[src/rtl/wr_flag_gen.sv]
`default_nettype none
// ============================================================================
// Module      : wr_flag_gen
// Description : Write-side flag generator for an async FIFO. Synchronizes the
//               read gray pointer into the write clock domain and registers
//               the full flag. With WR_FLAG_GEN_ALMOST_FULL_EN defined it also
//               registers a fill level and an almost_full flag.
// Macro       : WR_FLAG_GEN_ALMOST_FULL_EN (enables o_level / o_almost_full)
// Revision    : 1.0 - initial release
// ============================================================================
module wr_flag_gen #(
   parameter int DEPTH       = 8,
   parameter int SYNC_STAGES = 2,
   parameter int AF_THRESH   = DEPTH / 2 - 1,
   localparam int PW         = $clog2(DEPTH)
) (
   input  logic          i_clock,
   input  logic          i_resetn,
   input  logic [PW-1:0] i_wr_ptr_next,
   input  logic [PW-1:0] i_rd_ptr,
`ifdef WR_FLAG_GEN_ALMOST_FULL_EN
   output logic [PW-1:0] o_level,
   output logic          o_almost_full,
`endif
   output logic          o_full
);

   // Synchronizer chain; stage 0 samples i_rd_ptr directly with no logic in front.
   logic [PW-1:0] r_rptr_sync [SYNC_STAGES];
   logic [PW-1:0] w_rptr_sync;
   logic          w_full_next;

   assign w_rptr_sync = r_rptr_sync[SYNC_STAGES-1];

   // Full when the write pointer leads the read pointer by exactly half the
   // gray range: in reflected gray code that is the two MSBs inverted.
   assign w_full_next = (i_wr_ptr_next == {~w_rptr_sync[PW-1:PW-2], w_rptr_sync[PW-3:0]});

   // Read pointer synchronizer; reset discards whatever is in flight.
   always_ff @(posedge i_clock or negedge i_resetn) begin
      if (!i_resetn) begin
         for (int i = 0; i < SYNC_STAGES; i++) begin
            r_rptr_sync[i] <= '0;
         end
      end else begin
         r_rptr_sync[0] <= i_rd_ptr;
         for (int i = 1; i < SYNC_STAGES; i++) begin
            r_rptr_sync[i] <= r_rptr_sync[i-1];
         end
      end
   end

   // Full flag register; drops only once the synchronized read pointer shows space.
   always_ff @(posedge i_clock or negedge i_resetn) begin
      if (!i_resetn) begin
         o_full <= 1'b0;
      end else begin
         o_full <= w_full_next;
      end
   end

`ifdef WR_FLAG_GEN_ALMOST_FULL_EN
   localparam logic [PW-1:0] c_af_thresh = PW'(AF_THRESH);

   logic [PW-1:0] w_wr_bin;
   logic [PW-1:0] w_rd_bin;
   logic [PW-1:0] w_level_next;
   logic          w_af_next;

   // Reflected gray to binary: each bit is the XOR of all gray bits at or above it.
   function automatic logic [PW-1:0] gray2bin(input logic [PW-1:0] g);
      logic [PW-1:0] b;
      b[PW-1] = g[PW-1];
      for (int i = PW - 2; i >= 0; i--) begin
         b[i] = b[i+1] ^ g[i];
      end
      return b;
   endfunction

   assign w_wr_bin     = gray2bin(i_wr_ptr_next);
   assign w_rd_bin     = gray2bin(w_rptr_sync);
   // PW-bit subtraction wraps naturally, giving the modulo-DEPTH distance.
   assign w_level_next = w_wr_bin - w_rd_bin;
   assign w_af_next    = (w_level_next >= c_af_thresh);

   // Level and almost_full registers, updated from the same values as full.
   always_ff @(posedge i_clock or negedge i_resetn) begin
      if (!i_resetn) begin
         o_level       <= '0;
         o_almost_full <= 1'b0;
      end else begin
         o_level       <= w_level_next;
         o_almost_full <= w_af_next;
      end
   end
`endif

endmodule
`default_nettype wire

[config.mk]
export PLATFORM = sky130hd
export DESIGN_NAME = wr_flag_gen
export DESIGN_NICKNAME = d
export VERILOG_FILES = /design/src/rtl/wr_flag_gen.sv
export SDC_FILE = /design/constraint.sdc
export NUM_CORES = 1
export LEC_CHECK = 0
export ABC_AREA = 1
export CAP_MARGIN = 15
export CELL_PAD_IN_SITES_DETAIL_PLACEMENT = 1
export CELL_PAD_IN_SITES_GLOBAL_PLACEMENT = 1
export CORE_AREA = 5 5 42 44
export DETAILED_ROUTE_END_ITERATION = 6
export DIE_AREA = 0 0 47 49
export DONT_BUFFER_PORTS = 1
export PLACE_DENSITY = 0.39
export SLEW_MARGIN = 10
export SYNTH_ARGS = -nofsm -noshare
export SYNTH_HDL_FRONTEND = slang
export SYNTH_SLANG_ARGS = --single-unit
export TNS_END_PERCENT = 50
[constraint.sdc]
create_clock -name i_clock -period 0.8 [get_ports i_clock]
set_input_delay 0.16 -clock i_clock [delete_from_list [all_inputs] [get_ports i_clock]]
set_output_delay 0.16 -clock i_clock [all_outputs]
set_load 0.01 [all_outputs]
=== Word level (Yosys, flattened, before mapping) ===
Cells that the tools add are included.

* Register bits: 7
* Latch bits: 0
* Bits in writable memories: 0
* Bits in read-only memories: 0
* Input port bits: 8
* Memories kept: 0

* $add $sub $neg: 0
* $mul: 0
* Divide/modulo/power cells: 0
* Magnitude comparators: 0
* Equal/unequal tests: 1
* Shift-type cells: 0
* Muxes and demuxes: 0
* Bitwise gates (word level): 1
* Reduce and logical (&&, ||, !) cells: 0

{| class="wikitable"
|+ Operators by type and width
! cell !! count
|-
| $eq A3 B3 Y1 || 1
|-
| $not A2 Y2 || 1
|}

=== Longest topological paths before layout ===
* Depth after elaboration: 2
* Depth in mapped cells: 5

=== Least setup slack after synthesis ===
OpenSTA, ideal clock, no wires.

* Path type: register -> register
* Start point: register r_rptr_sync (netlist bit w_rptr_sync[2])
* End point: register o_full
* Setup time: 121 ps
* Arrival: 571 ps
* Data required time: 679 ps
* Slack: 109 ps
* Stages on the path, launching flop included: 3
* Period minus slack after synthesis: 691 ps
* Cell sequence: dfrtp_1 xnor2_1 nor2_2

* Word-level cells in the longest chain between the ends: 2

{| class="wikitable"
|+ RTL lines
! item !! line !! text
|-
| from (decl) || 29 || <nowiki>logic [PW-1:0] r_rptr_sync [SYNC_STAGES];</nowiki>
|-
| from (signal, indexed assignment) || 48 || <nowiki>r_rptr_sync[i] <= r_rptr_sync[i-1];</nowiki>
|-
| $not A2 Y2 || 37 || <nowiki>assign w_full_next = (i_wr_ptr_next == {~w_rptr_sync[PW-1:PW-2], w_rptr_sync[PW-3:0]});</nowiki>
|-
| $eq A3 B3 Y1 || 37 ||
|-
| via w_full_next || 31 || <nowiki>logic w_full_next;</nowiki>
|-
| to (signal assigned) || 58 || <nowiki>o_full <= w_full_next;</nowiki>
|-
| to (decl) || 25 || <nowiki>output logic o_full</nowiki>
|}

The timed path passes the listed nets, and every way through them passes these cells.

=== Worst setup path after layout ===
* Start point: register o_full
* End point: output o_full

No word-level cell between the ends.

==> impl_metrics.toml <==
[logic_synthesis]
ys.warnings.count = 0
yosys.area_share.xor_xnor = 0.0378
synth_enable_flop_cells = 0
synth_top_family_by_area = "simple AND/OR/NAND/NOR gates"
synth-async-reset-ratio = 1.00
synth_area_per_cell_um2 = 11.6
synth.top_cell.area_share = 0.757
yosysUniqueCellTypes = 5
synth_fa_ha_area_frac = 0
area_fraction_in_and_or_nand_and_nor_cells_after_synthesis = 0.141
synth_area_um2 = 231
synth.net_count = 28
synthCells = 20
synth.area.top_cells = "dfrtp_1, nand2_1, inv_1"
synth.area.mux_share = 0
synth.yosys.seq_area_share = 0.757
synth_largest_area_cell = "dfrtp_1"
synth_seq_cells = 7
synth.top_cells.by_count = "dfrtp_1, nand2_1, inv_1"
yosys_most_used_dff = "dfrtp_1"
synth_compound_gate_area_share = 0

[clock_network]
tritoncts.num_buffers = 3
h_tree_levels = 1
post_cts_repair_resize_count = 0
cts_tree = "built"
clock-root-buffer = "clkbuf_4"
cts_buffer_depth = 2
worstSkewPairLatency_ps = 240
clk_pin_slew_ps = 50
cts.sinks = 7

[route]
drt-vias-per-instance = 3.50
drt_iter0_drc = 0
pre_antenna_drt_iters = 1
antenna_nets_post_route = 0
routed_wl_um = 354
num_vias = 154
detail_route.wl_per_cell_um = 8.05
detail_route.drc_violations = 0

[die]
rows = 14
dieWidth_um = 47
die-area_mm2 = 0.00230
core_area_mm2 = 0.00140
initial_utilization = 0.165
count_of_pins_on_the_block_boundary = 9
dieHeight_um = 49

[timing]
postLayoutSetupSlackWorst_ps = -3.91
finalCritPeriodShare = 1.00
slew-limit-headroom = 0.798
worst_pin_slew_ps = 303
timing_max_transition_violations_final = 0
finalHoldViolCount = 0
final-setup-viol-count = 1
layout_min_cycle_time_ps = 804
unrepaired_setup_endpoints_after_global_routing = "yes"
setup-tns-final_ps = -3.91
achievable-frequency_mhz = 1240
final.setup_skew_ps = 0.189

[critical_path]
cp-end-kind = "primary output"
timing.critical_path.from = "o_full$_DFF_PN0_"
critical_path.startpoint_type = "flip-flop"
worst_path_required_time_ps = 640
critical_path.max_fanout = 1
reg2reg_to = "o_full$_DFF_PN0_"
critical_path_arrival_ps = 640
worst_r2r_path_depth = 5
cp.depth = 0
criticalPathCategory = "flip-flop to primary output"
worst-r2r-setup-slack_ps = 80
rr_startpoint = "w_rptr_sync[1]$_DFF_PN0_"
crit_end = "o_full"

[placement]
placedCellCount = 36
gpl.final_weighted_congestion = 0.606
placement.io_buffers = 0
placedInstanceArea_um2 = 251
dp_worst_setup_slack_ps = 73.2
detailed_place_hpwl_um = 296

[power]
p_per_area_mw_per_mm2 = 2310
worst_ir_drop_vdd_mv = 0.645
p_leak_nw = 0.160

[cells_and_area]
area_growth_syn_to_layout_pct = 37.3
post_layout_nonfiller_instances = 44
multiInputGateArea_um2 = 41.3
antenna-diode-count = 0
finalNetCount = 37
register_area_um2 = 175
fin_area_um2 = 318
layout-drive-gt1-share = 0.143
fillCellCount = 168

[global_route]
globalRouteOverflowTotal = 0
pin_count_of_the_biggest_net_entering_global_routing = 8
gr-usage-all-layers = 0.0398
grt_pass1_wl_um = 531
number_of_antenna_violations_at_the_first_check_in_global_routing = 0
via_count_of_the_first_global_routing_pass = 132

[min_path]
worst_hold_path_type = "input pin to flip-flop"
timing.hold.worst_path_depth = 2

[run]
cap_viol_max_count = 0

[outcome]
failed_checks = "setup timing"
run_status = "finished with violations"
-- sequential cells by signal, indices dropped and copies added (netlist names) --
signal	flops
o_full	1
r_rptr_sync	3
w_rptr_sync	3
-- logic make-up (layout without fill, tap and decap cells) --
| group | Yosys count | count (layout) |
|---|---|---|
| xor+xnor | 1 | 1 |
| buf+inv | 4 | 12 |
| flops | 7 | 7 |
| simple gates | 8 | 8 |
-- routing by layer --
metal  wire, um  vias to the layer above  track usage
met1        120                       75       0.0316
met2        174                        7       0.0430
met3         59                        0       0.0406
li1           -                       72            -
met5          0                        -            0
met4          0                        0       0.0553
-- repair_timing --
item                                    4_1_cts  5_1_grt
endpoints found under the hold margin        10        0
setup buffers                                 0        0
endpoints found under the setup margin        1        1
hold buffers                                  4        0
-- cell type report --
type | count | share of cell area
Tap cell | 16 | 0.0630
Clock buffer | 4 | 0.0827
Timing Repair Buffer | 4 | 0.126
Inverter | 4 | 0.0472
Multi-Input combinational cell | 9 | 0.130
Sequential cell | 7 | 0.551
-- power by group --
group / total [mW] / switching [mW] / internal [mW]
logic: 0.0414 / 0.0182 / 0.0232
clock network: 0.312 / 0.122 / 0.190
registers: 0.380 / 0.00767 / 0.373
-- worst min path at each step --
stage | start | end
2_1_floorplan | i_resetn | o_full$_DFF_PN0_
3_3_place_gp | i_resetn | r_rptr_sync[5]$_DFF_PN0_
3_5_place_dp | i_resetn | r_rptr_sync[5]$_DFF_PN0_
4_1_cts | i_wr_ptr_next[2] | o_full$_DFF_PN0_
5_1_grt | i_wr_ptr_next[2] | o_full$_DFF_PN0_
6_report | i_wr_ptr_next[2] | o_full$_DFF_PN0_
-- stage by stage --
| stage | power, mW | utilization | hold slack (ps) |
|---|---|---|---|
| 4_1_cts | 0.754 | 0.227 | 80.5 |
| 3_3_place_gp | 0.407 | 0.179 | -135 |
| 3_5_place_dp | 0.409 | 0.179 | -135 |
| 2_1_floorplan | 0.404 | - | -136 |
| 5_1_grt | 0.784 | 0.227 | 73.3 |
| 6_report | 0.733 | 0.227 | 90.0 |
-- cell usage in the layout, fill, tap and decap left out --
cell,Yosys,routed
clkbuf_4,0,3
dfrtp_1,7,7
xnor2_1,1,1
nand2_1,7,7
inv_1,4,4
dlygate4sd3_1,0,4
nor2_2,1,1
clkbuf_1,0,1
(Power assumes the default switching activity.)
